===== src/rtl/vproc_pkg.sv =====
// Shared vector-processor types and sizing constants.
package vproc_pkg;

  localparam int SEW   = 32;
  localparam int VLEN  = 4;
  localparam int NREGS = 32;

  typedef logic [4:0]           vreg_idx_t;
  typedef logic [VLEN*SEW-1:0]  vec_t;

endpackage


===== src/rtl/vrf_scoreboard.sv =====
// Per-register busy scoreboard: marks destinations busy at issue, frees them
// when the register-file write commits, and raises the issue stall on hazards.
module vrf_scoreboard
  import vproc_pkg::*;
(
  input  logic             i_clk,
  input  logic             i_rst,
  input  logic             i_issue_valid,
  input  vreg_idx_t        i_issue_rd,
  input  vreg_idx_t        i_issue_rs1,
  input  vreg_idx_t        i_issue_rs2,
  input  logic             i_issue_use_rs1,
  input  logic             i_issue_use_rs2,
  input  logic             i_issue_use_rd,
  input  logic             i_commit,
  input  vreg_idx_t        i_commit_rd,
  output logic             o_issue_stall,
  output logic [NREGS-1:0] o_busy,
  output logic             o_sb_err
);

  logic [NREGS-1:0] r_busy;
  logic             r_sb_err;
  logic [NREGS-1:0] w_busy_next;
  logic             w_issue_fire;
  logic             w_stall;
  logic             w_stray_commit;

  // Hazard detect: any qualified operand that still has a write in flight.
  always_comb begin
    w_stall = i_issue_valid &&
              ((i_issue_use_rs1 && r_busy[i_issue_rs1]) ||
               (i_issue_use_rs2 && r_busy[i_issue_rs2]) ||
               (i_issue_use_rd  && r_busy[i_issue_rd]));
    w_issue_fire   = i_issue_valid && !w_stall;
    w_stray_commit = i_commit && !r_busy[i_commit_rd];
  end

  // Next bitmap: clear the committing register first so a same-cycle set wins.
  always_comb begin
    w_busy_next = r_busy;
    if (i_commit) begin
      w_busy_next[i_commit_rd] = 1'b0;
    end
    if (w_issue_fire && i_issue_use_rd) begin
      w_busy_next[i_issue_rd] = 1'b1;
    end
  end

  // Bitmap and sticky error flag; only reset clears the error.
  always_ff @(posedge i_clk) begin
    if (i_rst) begin
      r_busy   <= '0;
      r_sb_err <= 1'b0;
    end else begin
      r_busy <= w_busy_next;
      if (w_stray_commit) begin
        r_sb_err <= 1'b1;
      end
    end
  end

  assign o_issue_stall = w_stall;
  assign o_busy        = r_busy;
  assign o_sb_err      = r_sb_err;

endmodule


===== src/rtl/vrf_wb_controller.sv =====
// Vector register-file write-back controller: round-robin arbiter between the
// ALU and load unit, registered write port, and the busy scoreboard.
module vrf_wb_controller
  import vproc_pkg::*;
(
  input  logic             i_clk,
  input  logic             i_rst,
  input  logic             i_alu_valid,
  output logic             o_alu_ready,
  input  vreg_idx_t        i_alu_rd,
  input  vec_t             i_alu_data,
  input  logic             i_lsu_valid,
  output logic             o_lsu_ready,
  input  vreg_idx_t        i_lsu_rd,
  input  vec_t             i_lsu_data,
  output logic             o_reg_write,
  output vreg_idx_t        o_wr_reg,
  output logic [SEW-1:0]   o_write_data0,
  output logic [SEW-1:0]   o_write_data1,
  output logic [SEW-1:0]   o_write_data2,
  output logic [SEW-1:0]   o_write_data3,
  input  logic             i_issue_valid,
  input  vreg_idx_t        i_issue_rd,
  input  vreg_idx_t        i_issue_rs1,
  input  vreg_idx_t        i_issue_rs2,
  input  logic             i_issue_use_rs1,
  input  logic             i_issue_use_rs2,
  input  logic             i_issue_use_rd,
  output logic             o_issue_stall,
  output logic [NREGS-1:0] o_busy,
  output logic             o_sb_err
);

  logic      r_prio;
  logic      r_reg_write;
  vreg_idx_t r_wr_reg;
  vec_t      r_wr_data;
  logic      w_alu_grant;
  logic      w_lsu_grant;

  // Grant selection: a lone requester always wins; on contention prio decides.
  // Nothing is granted while reset is held so no request is consumed.
  always_comb begin
    w_alu_grant = !i_rst && i_alu_valid && (!i_lsu_valid || !r_prio);
    w_lsu_grant = !i_rst && i_lsu_valid && (!i_alu_valid ||  r_prio);
  end

  // Round-robin pointer flips toward whichever side just lost its turn.
  always_ff @(posedge i_clk) begin
    if (i_rst) begin
      r_prio <= 1'b0;
    end else if (w_alu_grant) begin
      r_prio <= 1'b1;
    end else if (w_lsu_grant) begin
      r_prio <= 1'b0;
    end
  end

  // Write-port register: capture the winner, otherwise hold address/data.
  always_ff @(posedge i_clk) begin
    if (i_rst) begin
      r_reg_write <= 1'b0;
      r_wr_reg    <= '0;
      r_wr_data   <= '0;
    end else if (w_alu_grant) begin
      r_reg_write <= 1'b1;
      r_wr_reg    <= i_alu_rd;
      r_wr_data   <= i_alu_data;
    end else if (w_lsu_grant) begin
      r_reg_write <= 1'b1;
      r_wr_reg    <= i_lsu_rd;
      r_wr_data   <= i_lsu_data;
    end else begin
      r_reg_write <= 1'b0;
    end
  end

  vrf_scoreboard u_scoreboard (
    .i_clk           (i_clk),
    .i_rst           (i_rst),
    .i_issue_valid   (i_issue_valid),
    .i_issue_rd      (i_issue_rd),
    .i_issue_rs1     (i_issue_rs1),
    .i_issue_rs2     (i_issue_rs2),
    .i_issue_use_rs1 (i_issue_use_rs1),
    .i_issue_use_rs2 (i_issue_use_rs2),
    .i_issue_use_rd  (i_issue_use_rd),
    .i_commit        (r_reg_write),
    .i_commit_rd     (r_wr_reg),
    .o_issue_stall   (o_issue_stall),
    .o_busy          (o_busy),
    .o_sb_err        (o_sb_err)
  );

  assign o_alu_ready   = w_alu_grant;
  assign o_lsu_ready   = w_lsu_grant;
  assign o_reg_write   = r_reg_write;
  assign o_wr_reg      = r_wr_reg;
  assign o_write_data0 = r_wr_data[0*SEW +: SEW];
  assign o_write_data1 = r_wr_data[1*SEW +: SEW];
  assign o_write_data2 = r_wr_data[2*SEW +: SEW];
  assign o_write_data3 = r_wr_data[3*SEW +: SEW];

endmodule


===== config.mk =====
export PLATFORM = sky130hd
export DESIGN_NAME = vrf_wb_controller
export DESIGN_NICKNAME = d
export VERILOG_FILES = /design/src/rtl/vproc_pkg.sv /design/src/rtl/vrf_scoreboard.sv /design/src/rtl/vrf_wb_controller.sv
export SDC_FILE = /design/constraint.sdc
export NUM_CORES = 1
export LEC_CHECK = 0
export CAP_MARGIN = 15
export CORE_AREA = 2 2 178 180
export DETAILED_ROUTE_END_ITERATION = 7
export DIE_AREA = 0 0 180 182
export GPL_ROUTABILITY_DRIVEN = 0
export SYNTH_ARGS = -nofsm -noshare
export SYNTH_HDL_FRONTEND = slang
export SYNTH_SLANG_ARGS = --single-unit

===== constraint.sdc =====
create_clock -name i_clk -period 3.74 [get_ports i_clk]
set_input_delay 0.748 -clock i_clk [delete_from_list [all_inputs] [get_ports i_clk]]
set_output_delay 0.748 -clock i_clk [all_outputs]
set_load 0.03 [all_outputs]

**After elaboration in Yosys (flattened, before gate mapping)**

Index checks and enable logic that the tools add are counted.

- Magnitude comparators: 6
- Mux-type cells: 22
- Bitwise operators: 3
- Reduce and logical (&&, ||, !) cells: 24

Operators with widths:

| kind | number |
|---|---|
| 128-bit 2-to-1 mux | 2 |
| 32-bit 2-to-1 mux | 2 |
| 32-bit bitwise AND | 1 |
| 32-bit NOT | 1 |
| 32-bit bitwise OR | 1 |
| 5-bit by 6-bit < comparator with 1-bit output (second input constant) | 4 |
| 1-bit binary-select mux with 5-bit select | 4 |
| 1-bit logical AND | 13 |
| 1-bit demux with 5-bit select | 2 |
| 5-bit by 1-bit >= comparator with 1-bit output (second input constant) | 2 |
| 1-bit 2-to-1 mux | 10 |
| 5-bit 2-to-1 mux | 2 |
| 1-bit logical NOT | 6 |
| 1-bit logical OR | 4 |
| 2-bit nonzero test | 1 |

- Register bits: 168
- Bits of input ports: 289

**Depth between registers and ports, before layout**

- Depth after elaboration: 10
- Mapped depth: 8
- Mapped depth without buffers: 6

**Hierarchy**

A second synthesis with hierarchy kept.

- Cells, all modules: 909
- Area total of the unflattened synthesis: 8,690.8 um2

By module, submodules not included:

| module | instances | cells an instance | area each (um2) |
|---|---|---|---|
| vrf_wb_controller | 1 | 629 | 6,107.1 |
| vrf_scoreboard | 1 | 280 | 2,583.7 |

**Least setup slack after synthesis**

No wires, ideal clock.

- Path kind: in2out
- Start point: in i_issue_rs2[0]
- End point: out o_issue_stall
- Arrival time: 2.812 ns
- Required time: 2.992 ns
- Path slack: 0.180 ns
- Cell stages on the path: 6
- Buffers on the path: 1
- Cells stage by stage: clkbuf_1 > mux4_2 > mux2i_1 > a221oi_1 > a32oi_4 > a21boi_0

- Longest elaborated chain between the ends: 6

RTL lines:

| what | line | RTL |
|---|---|---|
| start, declared | vrf_wb_controller.sv:25 | `input vreg_idx_t i_issue_rs2,` |
| 1-bit binary-select mux with 5-bit select | vrf_scoreboard.sv:33 | `(i_issue_use_rs2 && r_busy[i_issue_rs2]) \|\|` |
| 1-bit 2-to-1 mux (implied by the code) | vrf_scoreboard.sv:33 |  |
| 1-bit logical AND | vrf_scoreboard.sv:33 |  |
| 1-bit logical OR | vrf_scoreboard.sv:32 | `((i_issue_use_rs1 && r_busy[i_issue_rs1]) \|\|` |
| 1-bit logical OR | vrf_scoreboard.sv:33 |  |
| 1-bit logical AND | vrf_scoreboard.sv:31 | `w_stall = i_issue_valid &&` |
| end, declared | vrf_wb_controller.sv:29 | `output logic o_issue_stall,` |

No other way between the ends. The select of a mux whose other input is x is not followed.

**Final worst setup path**

Ends and elaborated chain as after synthesis.

==> flow_metrics.py <==
metrics = {
    "timing": {
        "min_period_ns": 3.57,
        "setup_ws_ns": 0.169,
        "max_freq_ghz": 0.280,
        "relSlewSlack": 0.417,
        "skew_ns": 0.0144,
        "whs_ns": 0.481,
        "drv_slew": 0,
        "finalCritPeriodShare": 0.955,
        "rsz0062_at_grt": "no",
        "setup_viol": 0,
        "worst_pin_slew_ns": 0.875,
        "hold_viol": 0,
    },
    "pwr": {
        "leakagePower_uw": 0.00505,
        "peakVddDrop_mv": 0.261,
        "power-per-cell-area_mw_per_mm2": 356,
    },
    "floorplan": {
        "core_mm2": 0.0310,
        "rows": 65,
        "ioPinCount": 459,
        "dieWidth_um": 180,
        "die_y_um": 182,
        "initial_core_util": 0.275,
        "die_area_mm2": 0.0328,
    },
    "layout": {
        "multi_input_area_mm2": 0.00482,
        "nFillCells": 3003,
        "seqCellArea_mm2": 0.00336,
        "nets": 1606,
        "largest_reg_flops": 128,
        "antenna_cells": 0,
        "drive_gt1_frac": 0.0821,
        "area_growth_pct": 66.8,
    },
    "clock_network": {
        "clk_latency_ns": 0.41,
        "htreeDepth": 4,
        "cts_buffer_depth": 2,
        "clockRootBuffer": "clkbuf_16",
        "path_clk_slew_ns": 0.07,
        "ctsHoldBuffers": 0,
        "cts.sinks": 168,
        "cts_tree": "built",
        "cts_buffers": 17,
    },
    "worst_setup_path": {
        "crit_family": "buffers and inverters",
        "required_ns": 2.99,
        "regToRegEndpoint": "u_scoreboard.o_busy[13]",
        "crit_path_max_fanout": 8,
        "critPathArrivalTime_ns": 2.82,
        "criticalPathCategory": "in -> out",
        "max_stage_delay_ns": 0.51,
        "cp-start-kind": "input pin",
        "reg2reg_depth": 7,
        "crit_path_end_kind": "primary output",
        "crit-reg2reg-launch": "u_scoreboard.o_busy[3]",
        "r2r_slack_ns": 1.24,
        "crit_buf_inv": 4,
        "cp_slowest_cell": "mux4_2",
        "crit_top_cell": "buf_4",
        "path_cells": "clkdlybuf4s50_1 > buf_4 > mux4_2 > mux2i_1 > a221oi_1 > buf_4 > a32oi_4 > a21boi_0 > buf_2",
    },
    "global_routing": {
        "grt_max_degree": 169,
        "antenna_found_initial": 0,
        "grt_pass1_vias": 8306,
        "grt-ovfl-total": 0,
        "grt.total_usage": 0.196,
        "grt_pass1_wl_um": 49500,
    },
    "synthesis": {
        "ys_ff_latch": 168,
        "syn_avg_cell_area_um2": 9.61,
        "synth_cell_types": 48,
        "synth_edf_count": 0,
        "synthArstFlopShare": 0,
        "synth_seq_area_share": 0.395,
        "syn_area_mm2": 0.00851,
        "synth_fp_nets": 1174,
        "yosysWarnings": 0,
        "netlist_instances": 885,
        "synth_flop_cell": "dfxtp_1",
    },
    "routing": {
        "routedWlPerCell_um": 19.2,
        "drtIter0Drc": 487,
        "totalWireLength_um": 33300,
        "drt_pass1_iterations": 5,
        "vias_per_cell": 4.87,
        "vias": 8430,
        "ant_nets": 0,
        "drc_errors": 0,
    },
    "hold_path": {
        "worstHoldStart": "u_scoreboard.o_sb_err",
        "min_to": "u_scoreboard.o_sb_err",
        "holdPathStages": 2,
        "hold_path_class": "reg -> reg",
    },
    "run": {
        "maxCapViolations": 0,
    },
    "placement": {
        "portBuffers": 458,
        "pre_cts_ws_ns": -0.409,
        "post-dp-hpwl_um": 25800,
    },
    "outcome": {
        "status": "complete, no violations",
    },
}
[metrics by stage]
stage / power, uW / util / instance area (um2) / TNS, ns / instances
global route: 5280 / 0.458 / 14200 / 0 / 1730
CTS: 5110 / 0.458 / 14200 / 0 / 1730
detailed placement: 3380 / 0.439 / 13600 / -0.409 / 1700
floorplan: 2670 / - / 8510 / 0 / 885
finish: 5050 / 0.458 / 14200 / 0 / 1730
global placement: 3360 / 0.439 / 13600 / -0.401 / 1700
[layer usage]
metal / up-vias / wire length, um / track usage / share of wire
met1: 3892 / 13300 / 0.230 / 0.40
met3: 41 / 1940 / 0.0421 / 0.058
li1: 4153 / - / - / -
met4: 0 / 807 / 0.0628 / 0.024
met5: - / 0 / 0 / 0
met2: 344 / 17200 / 0.355 / 0.52
[worst max-delay path by stage]
stage	endpoint	start	slack [ns]	cells after the start
final	o_issue_stall	i_issue_rs2[0]	0.17	9
after global routing	o_issue_stall	i_issue_rs2[1]	0.03	8
after CTS	o_issue_stall	i_issue_rs1[0]	0.03	7
after detailed placement	o_issue_stall	i_issue_rs1[0]	-0.41	8
after global placement	o_issue_stall	i_issue_rs1[0]	-0.40	8
after floorplan	o_issue_stall	i_issue_rs2[0]	0.18	6
[worst min-delay path: stages (launching register included)]
cell and delay (ns):
dfxtp_1 0.33, nor2_1 0.05, nor2_1 0.07
[kinds of logic after synthesis]
family                 after synthesis  share of synthesized area
and+or+nand+nor                    244                      0.142
AOI/OAI and AO/OA                  206                      0.171
muxes                              180                      0.251
DFF                                168                      0.395
buffers and inverters               87                     0.0407
[Yosys cell counts (4+ instances only)]
| library cell | n | area (um2) |
|---|---|---|
| mux2i_1 | 149 | 1490 |
| o21ai_1 | 30 | 150 |
| mux4_1 | 7 | 184 |
| nand3_1 | 6 | 30.0 |
| nor2b_1 | 21 | 131 |
| a211oi_1 | 135 | 1010 |
| nand4_4 | 4 | 85.1 |
| mux4_2 | 17 | 383 |
| mux2_2 | 7 | 78.8 |
| buf_2 | 7 | 35.0 |
| o21ai_0 | 18 | 90.1 |
| buf_1 | 11 | 41.3 |
| nand3b_1 | 22 | 165 |
| nor2_1 | 142 | 533 |
| inv_1 | 6 | 22.5 |
| dfxtp_1 | 168 | 3360 |
| nand2_1 | 25 | 93.8 |
| nor3b_1 | 7 | 52.6 |
| clkbuf_1 | 61 | 229 |
| nand2b_1 | 4 | 25.0 |
[cell type report]
type,count,share of cell area
clock inverter,13,0.00988
timing repair buffer,494,0.347
sequential,168,0.237
multi-input combinational,630,0.340
clock buffer,17,0.0300
tap,402,0.0354
inverter,6,0.00159
[where the power goes]
part	total [uW]	switching, uW	internal (uW)
clock network	1730	795	934
logic	1330	659	674
registers	1990	81.9	1910
total	5050	1540	3520
[placed cells by master (no fill, tap or decap), types with 7 or more instances in the layout]
master,n
clkdlybuf4s50_1,454
dfxtp_1,168
mux2i_1,149
nor2_1,141
a211oi_1,135
buf_4,31
o21ai_1,30
nand2_1,25
nand3b_1,22
nor2b_1,21
o21ai_0,18
mux4_2,17
clkbuf_16,17
nor3b_1,7
mux2_2,7
mux4_1,7
[repair_timing]
item,CTS,global route
buffers inserted,0,0
endpoints found under the setup margin,1,1
resized for setup,7,3
gates cloned,0,0
(Power assumes the default switching activity.)
